===== src/rtl/exc_sequencer_pkg.sv =====
`default_nettype none
// +--------------------------------------------------------------------+
// | exc_sequencer_pkg: shared CPU constants for exception sequencing   |
// | Rev 1.0                                                            |
// +--------------------------------------------------------------------+
package exc_sequencer_pkg;

    localparam int unsigned C_STATE_W     = 3;
    localparam int unsigned C_EXC_COUNT_W = 16;

    localparam logic [C_STATE_W-1:0] ST_IDLE       = 3'd0;
    localparam logic [C_STATE_W-1:0] ST_EXC_FLUSH  = 3'd1;
    localparam logic [C_STATE_W-1:0] ST_EXC_JUMP   = 3'd2;
    localparam logic [C_STATE_W-1:0] ST_ERET_FLUSH = 3'd3;
    localparam logic [C_STATE_W-1:0] ST_ERET_JUMP  = 3'd4;

    localparam logic [31:0] C_HANDLER_PC_DEFAULT = 32'h0000_4180;

endpackage : exc_sequencer_pkg
`default_nettype wire


===== src/rtl/exc_sequencer_irq_sync.sv =====
`default_nettype none
// +--------------------------------------------------------------------+
// | irq_sync: multi-flop synchroniser for asynchronous interrupt lines |
// | Rev 1.0                                                            |
// +--------------------------------------------------------------------+
module irq_sync #(
    parameter int unsigned WIDTH  = 6,
    parameter int unsigned STAGES = 2
) (
    input  logic             clk,
    input  logic             reset,
    input  logic [WIDTH-1:0] d,
    output logic [WIDTH-1:0] q
);

    logic [WIDTH-1:0] r_stage [STAGES];

    always_ff @(posedge clk) begin
        if (reset) begin
            for (int i = 0; i < int'(STAGES); i++) begin
                r_stage[i] <= '0;
            end
        end else begin
            r_stage[0] <= d;
            for (int i = 1; i < int'(STAGES); i++) begin
                r_stage[i] <= r_stage[i-1];
            end
        end
    end

    assign q = r_stage[STAGES-1];

endmodule : irq_sync
`default_nettype wire


===== src/rtl/exc_sequencer.sv =====
`default_nettype none
// +--------------------------------------------------------------------+
// | exc_sequencer: flush/redirect sequencing for exceptions and ERET   |
// | Rev 1.0                                                            |
// +--------------------------------------------------------------------+
module exc_sequencer
    import exc_sequencer_pkg::*;
#(
    parameter logic [31:0] HANDLER_PC  = C_HANDLER_PC_DEFAULT,
    parameter int unsigned SYNC_STAGES = 2
) (
    input  logic                     clk,
    input  logic                     reset,
    input  logic [5:0]               irq_raw,
    output logic [5:0]               hwint,
    input  logic                     cp0_rupt,
    input  logic                     eret_m,
    input  logic [31:0]              cp0_epc,
    output logic                     flush,
    output logic                     exlclr,
    output logic                     redirect,
    output logic [31:0]              redirect_pc,
    output logic                     busy,
    output logic [C_EXC_COUNT_W-1:0] exc_count
);

    logic [C_STATE_W-1:0]     r_state;
    logic [C_STATE_W-1:0]     w_state_next;
    logic [C_EXC_COUNT_W-1:0] r_exc_count;
    logic                     w_epc_unused;

    irq_sync #(
        .WIDTH  (6),
        .STAGES (SYNC_STAGES)
    ) u_irq_sync (
        .clk   (clk),
        .reset (reset),
        .d     (irq_raw),
        .q     (hwint)
    );

    always_ff @(posedge clk) begin
        if (reset) begin
            r_state <= ST_IDLE;
        end else begin
            r_state <= w_state_next;
        end
    end

    // Requests are only honoured from IDLE; exceptions take priority over ERET.
    always_comb begin
        w_state_next = ST_IDLE;
        case (r_state)
            ST_IDLE: begin
                if (cp0_rupt) begin
                    w_state_next = ST_EXC_FLUSH;
                end else if (eret_m) begin
                    w_state_next = ST_ERET_FLUSH;
                end
            end
            ST_EXC_FLUSH:  w_state_next = ST_EXC_JUMP;
            ST_ERET_FLUSH: w_state_next = ST_ERET_JUMP;
            default:       w_state_next = ST_IDLE;
        endcase
    end

    always_comb begin
        flush       = 1'b0;
        exlclr      = 1'b0;
        redirect    = 1'b0;
        redirect_pc = 32'h0;
        busy        = (r_state != ST_IDLE);
        case (r_state)
            ST_EXC_FLUSH: begin
                flush = 1'b1;
            end
            ST_EXC_JUMP: begin
                redirect    = 1'b1;
                redirect_pc = HANDLER_PC;
            end
            ST_ERET_FLUSH: begin
                flush  = 1'b1;
                exlclr = 1'b1;
            end
            ST_ERET_JUMP: begin
                redirect    = 1'b1;
                redirect_pc = {cp0_epc[31:2], 2'b00};
            end
            default: begin
            end
        endcase
    end

    always_ff @(posedge clk) begin
        if (reset) begin
            r_exc_count <= '0;
        end else if ((r_state == ST_IDLE) && cp0_rupt && (r_exc_count != '1)) begin
            r_exc_count <= r_exc_count + 16'd1;
        end
    end

    assign exc_count    = r_exc_count;
    assign w_epc_unused = ^cp0_epc[1:0];

endmodule : exc_sequencer
`default_nettype wire

===== config.mk =====
export PLATFORM = sky130hd
export DESIGN_NAME = exc_sequencer
export DESIGN_NICKNAME = d
export VERILOG_FILES = /design/src/rtl/exc_sequencer_pkg.sv /design/src/rtl/exc_sequencer_irq_sync.sv /design/src/rtl/exc_sequencer.sv
export SDC_FILE = /design/constraint.sdc
export NUM_CORES = 1
export LEC_CHECK = 0
export BUFFER_PORTS_ARGS = -buffer_cell sky130_fd_sc_hd__clkbuf_2
export CELL_PAD_IN_SITES_DETAIL_PLACEMENT = 0
export CELL_PAD_IN_SITES_GLOBAL_PLACEMENT = 2
export CORE_MARGIN = 8
export CORE_UTILIZATION = 21
export CTS_CLUSTER_DIAMETER = 200
export DETAILED_ROUTE_END_ITERATION = 12
export GPL_TIMING_DRIVEN = 1
export PLACE_DENSITY = 0.77
export SYNTH_ARGS = -nofsm -noshare
export SYNTH_HDL_FRONTEND = slang
export SYNTH_SLANG_ARGS = --single-unit

===== constraint.sdc =====
create_clock -name clk -period 2.45 [get_ports clk]
set_input_delay 0.1225 -clock clk [delete_from_list [all_inputs] [get_ports clk]]
set_output_delay 0.1225 -clock clk [all_outputs]
set_load 0.1 [all_outputs]

# Word level (Yosys, flattened, before mapping)
# Memories as Yosys holds them, arrays and structs flattened.
# Cells that the tools add are included.
[classes] add_sub_neg=1 eq_ne=5 mux=12 bitwise=2 n_reduce_logical=6
[ops] operator="$pmux W32 S2" n=1
[ops] operator="$add A16 B1 Y16 const B" n=1
[ops] operator="$ne A16 B16 Y1 const B" n=1
[ops] operator="$mux W6" n=2
[ops] operator="$pmux W3 S3" n=1
[ops] operator="$eq A3 B2 Y1 const B" n=2
[ops] operator="$mux W1" n=6
[ops] operator="$mux W2" n=2
[ops] operator="$reduce_or A2 Y1" n=2
[ops] operator="$eq A3 B1 Y1 const B" n=1
[ops] operator="$eq A3 B3 Y1 const B" n=1
[ops] operator="$logic_not A3 Y1" n=1
[ops] operator="$reduce_bool A3 Y1" n=1
[ops] operator="$logic_and A1 B1 Y1" n=2
[ops] operator="$or A1 B1 Y1" n=2
[totals] reg_bits=19 mem_bits_rw=12 inputBits=42 output_inout_bits=58 wordCells=29 memories=1
[mem_list] memory="u_irq_sync.r_stage" depth=2 width=6 rd=2 rd_clocked_by_memory_dff=0 wr=2 line_no="exc_sequencer_irq_sync.sv:16" rtl="logic [WIDTH-1:0] r_stage [STAGES];"

# Longest topological paths before layout
# Gate-level depths: netlist (run 1).
[logic_depth] ltp_word=3 ltp_mapped=7 ltp_nobuf=5

# Modules after synthesis
# A second synthesis (run 1) with hierarchy kept.
[hier_totals] cells_unflattened=193 area_unflattened_um2=1645.3
[by_module_without_submodules] mod="exc_sequencer" instances=1 cells_per_inst=162 area_each_um2=1233.7 seq_area_each_um2=380.4
[by_module_without_submodules] mod="irq_sync" instances=1 cells_per_inst=31 area_each_um2=411.6 seq_area_each_um2=240.2

# Worst setup path before layout (run 1)
# OpenSTA, ideal clock, no wires.
[synth_path] path_kind="reg2reg" from="reg r_state[0]" to="reg r_state[2]" setup_time_ps=68 arrival_time_ps=2928 t_required_ps=2382 setup_slack_ps=-546 path_stages_with_launch=5 path_buffers=1 synth_period_minus_slack_ps=2996 path_cell_list="dfxtp_1 -> buf_6 -> nor2b_1 -> and2_1 -> nor2b_1"
[synth_via] elab_chain_cells=2 elab_cells_between_ends=4 cone_classes="eq/ne (2); mux (1); reduce/logical (1)"
[synth_rtl] element="start: declaration" line_no="exc_sequencer.sv:27" rtl="logic [C_STATE_W-1:0] r_state;"
[synth_rtl] element="start signal: assignment" line_no="exc_sequencer.sv:46" rtl="r_state <= w_state_next;"
[synth_rtl] element="$eq A3 B2 Y1, or another cell as far along" line_no="exc_sequencer.sv:53" rtl="case (r_state)"
[synth_rtl] element="$pmux W3 S3 (*)" line_no="exc_sequencer.sv:53"
# Mark *: on every way between the ends. The rest lies on a longest branch, timed or not.
# A chain may end at the register's enable or synchronous reset.

# Final worst setup path (run 1)
[layout_path] from="reg r_state[2]" to="reg r_exc_count[13] (netlist: exc_count[13])"
[layout_via] elab_chain_cells=3
[layout_rtl] element="$logic_not A3 Y1" line_no="exc_sequencer.sv:97" rtl="end else if ((r_state == ST_IDLE) && cp0_rupt && (r_exc_count != '1)) begin"
[layout_rtl] element="$logic_and A1 B1 Y1 (2 in a row)" line_no="exc_sequencer.sv:97"
[layout_rtl] element="end signal: assignment" line_no="exc_sequencer.sv:98" rtl="r_exc_count <= r_exc_count + 16'd1;"
[layout_rtl] element="end: declaration" line_no="exc_sequencer.sv:29" rtl="logic [C_EXC_COUNT_W-1:0] r_exc_count;"
# No other way between the ends.

==> impl_metrics.csv, run 1 <==
group,metric,value,unit
critical_path,cp_cell_sequence,"or4b_4 > or4_4 > or4_1 > a21oi_1",
clock_tree,cts_hold_buf,0,
timing,rsz0062_at_grt,"no",
job,maxCapViolCount,0,
critical_path,cp-end-kind,"flip-flop",
worst_hold_path,min_path_type,"input port to flip-flop",
placement,place_hpwl,3.59,mm
floorplan,fp.coreArea,0.00718,mm^2
grt,grt_pass1_wl,7.39,mm
timing,slew_headroom,54.8,%
floorplan,rows,31,
layout,diodes,0,
route,vias,1575,
grt,grt_util_all_layers,8.99,%
pwr,p_int,0.779,mW
clock_tree,cts_num_sinks,31,
layout,postLayoutCoreUtil,30.4,%
timing,final.setup.tns,0,ns
logic_synthesis,synth.ff_latch_count,31,
layout,nets,315,
layout,final_cell_area,0.00218,mm^2
critical_path,critPathLaunchType,"flip-flop",
grt,grt_pass1_vias,1656,
clock_tree,cts_resized,0,
timing,post-route-min-period,2.27,ns
timing,skew,0.00348,ns
layout,layout_commonest_cell,"clkbuf_2",
route,post_drt_wl_per_cell,12.3,um
timing,clock.fmax,441,MHz
critical_path,critPathMaxStageDelay,0.61,ns
layout,drive_gt1_share,47.6,%
clock_tree,clkLatencyLatePin,0.27,ns
critical_path,critPathMaxFanout,13,
clock_tree,cts_tree,"yes",
logic_synthesis,ys_seq_area_share,40.4,%
timing,finalHoldViolCount,0,
layout,area_growth,42.3,%
floorplan,pin_count,100,
floorplan,die_w,102,um
critical_path,slowest_stage,"or4_4",
clock_tree,cts_root_buf,"clkbuf_8",
critical_path,crit_buf_inv,0,
timing,finalHoldWorstSlack,0.0508,ns
pwr,p_leak,0.985,nW
status,status,"finished, final reports clean",
clock_tree,h-tree-depth,2,
pwr,power_switching,0.413,mW
clock_tree,cts.reportedPaths.clkPinSlew,0.06,ns
logic_synthesis,syn_area,0.00154,mm^2
clock_tree,cts_buffers,5,
clock_tree,post_cts_buffers,0,
grt,antenna_found_initial,0,
route,drt-initial-drc-count,45,
placement,portBuffers,95,
logic_synthesis,synthFlopType,"dfxtp_1",
logic_synthesis,synthTopCellsByArea,"dfxtp_1, and2_1, nor2b_1",
grt,overflow,0,
logic_synthesis,yosysTopAreaCell,"dfxtp_1",
logic_synthesis,synth_cell_type_count,30,
route,ant_nets,0,
placement,placed_area,0.00210,mm^2
route,wirelength,4.58,mm
floorplan,fp.dieH,102,um
floorplan,initial_utilization,21.4,%
route,firstDrtPassIters,4,
timing,worstMarginPinSlew,0.678,ns
layout,mostFrequentLayoutCells,"clkbuf_2, and2_1, a21oi_1",
layout,fillers,790,
floorplan,die_area,0.0103,mm^2
critical_path,path_class,"flip-flop to flip-flop",
route,routed_via_density,4.23,
pwr,powerDensity,546,mW/mm^2
critical_path,crit_arrival,2.46,ns
timing,slew_viol_final,0,
timing,period_share,92.6,%
logic_synthesis,synth_cells,182,
critical_path,cp_num_cells,4,
critical_path,crit_family,"simple AND/OR/NAND/NOR gates",
worst_hold_path,holdPathStages,2,
logic_synthesis,synth_edf_count,0,
pwr,vdd_drop_max,0.206,mV
grt,grt_max_degree,33,
pwr,power_frac_comb,23.6,%
pwr,clkPwrFrac,32.2,%
pwr,p_sw_share,34.6,%
critical_path,rr_worst_depth,4,
critical_path,cp.required,2.64,ns
route,post-route-drc-count,0,
logic_synthesis,syn_avg_cell_area,8.44,um^2
placement,gp_congestion,0.720,
logic_synthesis,ys_async_sr_fraction,0,%
clock_tree,clockBufferDepth,2,
logic_synthesis,yosys_warnings,0,
pwr,pwr-share-seq,44.2,%
timing,setup_violations,0,
logic_synthesis,synth_top_area_share,40.4,%
## cells by family after synthesis
group                    count (synthesis)  synth area share, %
buffers and inverters                   21                 7.58
flip-flops                              31                 40.4
AO/OA/AOI/OAI                           33                 12.1
adder cells (fa/ha/maj)                  1                0.815
AND/OR/NAND/NOR                         93                 37.5
multiplexers                             2                 1.39
other                                    1                0.244
## state kept, by name, summed over array words and instances (netlist names)
register / flops
u_irq_sync.r_stage: 12
r_state: 3
exc_count: 16
## power groups by stage
stage	clock network [mW]	registers, mW	logic [mW]
2_1_floorplan	0	0.560	0.208
4_1_cts	0.406	0.527	0.285
3_3_place_gp	0	0.538	0.284
3_5_place_dp	0	0.538	0.284
5_1_grt	0.428	0.528	0.297
6_report	0.384	0.527	0.282
## through the flow
step	setup WS [ns]	cells	power, mW
6_report	0.181	372	1.19
5_1_grt	0.0912	372	1.25
4_1_cts	0.178	372	1.22
3_5_place_dp	0.203	364	0.823
3_3_place_gp	0.214	364	0.822
2_1_floorplan	0.0305	183	0.768
## synth_stat cells, drive strengths merged, types with 2 or more instances
cell type,n
buf,9
a21oi,18
o31ai,8
and2,28
or4,8
nand2,7
nor4,4
or3,6
nor2,4
dfxtp,31
inv,3
o21ai,7
nor3,3
nand3,2
nor2b,16
or2,2
clkbuf,9
nand4,7
## cell type report
type	instances	area, um^2	area share [%]
repair buffers	100	513	23.5
clock inverters	1	5.00	0.229
multi-input cells	131	816	37.3
clock buffers	7	76.3	3.49
well taps	99	124	5.67
inverters	3	11.3	0.515
flip-flops and latches	31	639	29.3
## layer usage
metal  up-vias  global-route usage (%)  wire, um
met4         0                    4.47        64
met3         4                    5.15       539
met5         -                       0         0
met1       684                    9.69      2040
li1        805                       -         -
met2        82                    13.8      1930
## worst paths after layout
path,start,to,slack [ns]
worst max-delay path,r_state[2],exc_count[13],0.18
worst min-delay path,irq_raw[5],u_irq_sync.r_stage[0][5],0.05
worst max register to register,r_state[2],exc_count[13],0.18
worst min register to register,u_irq_sync.r_stage[0][5],u_irq_sync.r_stage[0][11],0.44
Power figures use the tool's default switching activity.
==> run 2: changes to the inputs <==
- SLEW_MARGIN: not set -> 20
- clock period: 2.45 -> 2.4 ns (I/O delays scaled with it)
==> run 2 against run 1 <==
Effect of this change:
- clock-buffer cell count unchanged
- largest cell class unchanged
- combinational power increased by 4%
- critical endpoint unchanged
- die area unchanged
- maximum frequency decreased by 0.29%
- critical path type unchanged
- via count increased by 2.6%
- critical path depth unchanged
- global-route usage increased by 0.37 points
- utilization increased by 0.49 points
- sequential cell count unchanged
- clock power increased by 3%
- wire length increased by 3.4%
- sequential share of layout area decreased by 0.41 points
==> impl_metrics.csv, run 2 (synthesis results as in run 1) <==
group,metric,value,unit
critical_path,r2r_slack,0.12,ns
timing,finalHoldWorstSlack,0.0462,ns
worst_hold_path,holdPathStages,2,
timing,clock.fmax,439,MHz
worst_hold_path,hold_start,"irq_raw[5]",
layout,area_growth,44.6,%
floorplan,rows,31,
floorplan,die_w,102,um
critical_path,cp.required,2.59,ns
timing,post-route-min-period,2.28,ns
route,wirelength,4.73,mm
clock_tree,cts.reportedPaths.clkPinSlew,0.06,ns
critical_path,cp_cell_sequence,"or4b_4 > or4_4 > or4_1 > a21oi_1",
timing,period_share,94.8,%
floorplan,initial_utilization,21.4,%
route,vias,1616,
route,drt-initial-drc-count,42,
grt,overflow,0,
critical_path,critPathMaxFanout,7,
worst_hold_path,min_to,"u_irq_sync.r_stage[0][5]",
timing,worstMarginPinSlew,0.647,ns
route,post_drt_wl_per_cell,12.7,um
timing,slew_headroom,56.9,%
timing,rsz0062_at_grt,"no",
layout,final_cell_area,0.00222,mm^2
critical_path,path_class,"flip-flop to flip-flop",
timing,skew,0.00265,ns
critical_path,critPathLaunchType,"flip-flop",
layout,mostFrequentLayoutCells,"clkbuf_2, and2_1, a21oi_1",
route,firstDrtPassIters,4,
route,post-route-drc-count,0,
critical_path,rr_worst_depth,4,
pwr,vdd_drop_max,0.195,mV
worst_hold_path,min_path_type,"input port to flip-flop",
grt,antenna_found_initial,0,
timing,slew_viol_final,0,
floorplan,pin_count,100,
floorplan,die_area,0.0103,mm^2
layout,drive_gt1_share,48.7,%
critical_path,reg2reg_to,"exc_count[13]",
route,routed_via_density,4.32,
timing,final.setup.tns,0,ns
layout,diodes,0,
placement,placed_area,0.00212,mm^2
critical_path,slowest_stage,"or4b_4",
clock_tree,cts_root_buf,"clkbuf_8",
clock_tree,cts_num_sinks,31,
job,maxCapViolCount,0,
clock_tree,cts_tree,"yes",
pwr,powerDensity,553,mW/mm^2
timing,finalHoldViolCount,0,
clock_tree,cts_hold_buf,0,
layout,multi_input_area,817,um^2
grt,grt_max_degree,33,
floorplan,fp.coreArea,0.00718,mm^2
critical_path,cp-end-kind,"flip-flop",
critical_path,crit_arrival,2.47,ns
clock_tree,cts_buffers,5,
critical_path,crit_family,"simple AND/OR/NAND/NOR gates",
timing,setup_violations,0,
placement,portBuffers,95,
placement,place_hpwl,3.71,mm
critical_path,worstReg2RegStart,"r_state[2]",
route,ant_nets,0,
status,status,"finished, final reports clean",
layout,fillers,785,
pwr,p_leak,1.00,nW
clock_tree,clkLatencyLatePin,0.28,ns
layout,nets,317,
clock_tree,h-tree-depth,2,
layout,largest_register_ffs,16,
grt,grt_util_all_layers,9.36,%
clock_tree,clockBufferDepth,2,
layout,register_area,641,um^2
critical_path,crit_buf_inv,0,
placement,gp_congestion,0.779,
critical_path,critPathMaxStageDelay,0.60,ns
grt,grt_pass1_vias,1720,
clock_tree,cts_resized,0,
layout,postLayoutCoreUtil,30.9,%
floorplan,fp.dieH,102,um
grt,grt_pass1_wl,7.69,mm
layout,layout_commonest_cell,"clkbuf_2",
-- run 2: per-stage QoR --
step | setup slack (ns) | cells | total power [mW]
3_3_place_gp | 0.166 | 364 | 0.841
5_1_grt | 0.00325 | 374 | 1.29
6_report | 0.125 | 374 | 1.23
2_1_floorplan | 0.0794 | 183 | 0.784
4_1_cts | 0.113 | 372 | 1.25
3_5_place_dp | 0.135 | 364 | 0.842
-- run 2: layer usage --
layer,global-route usage (%),wire [um],share of wire (%)
met5,0,0,0
met4,4.47,85,1.8
met3,6.19,629,13
met2,14.6,2040,43
met1,9.48,1980,42
-- run 2: worst register-to-register path, delay by kind of cell (launching register included) --
family | cells | cell delay (ns)
and+or+nand+nor | 3 | 1.68
DFF | 1 | 0.37
AOI/OAI and AO/OA | 1 | 0.15
-- run 2: how the worst max path moves through the flow --
stage	to	slack, ns	cells past startpoint	from
after floorplan	exc_count[11]	0.08	7	exc_count[1]
final	exc_count[13]	0.12	4	r_state[2]
after detailed placement	exc_count[15]	0.13	4	r_state[2]
after global placement	exc_count[15]	0.17	4	r_state[2]
after global routing	exc_count[15]	0.003	4	r_state[2]
after CTS	exc_count[13]	0.11	4	r_state[2]
-- run 2: layout make-up --
type	count	share of cell area, %
tap	99	5.58
timing repair buffer	102	24.6
sequential	31	28.9
clock buffer	7	3.44
inverter	3	0.507
clock inverter	1	0.225
multi-input combinational	131	36.8
-- run 2: repair_timing --
item	4_1_cts	5_1_grt
setup buffers	0	2
setup endpoints to repair	0	1
endpoints found under the hold margin	0	0
-- run 2: power by group --
group	total [mW]	internal [mW]	leakage, nW	switching, mW
Clock	0.396	0.203	0.0422	0.193
Sequential	0.538	0.531	0.261	0.00712
Combinational	0.294	0.0664	0.698	0.227
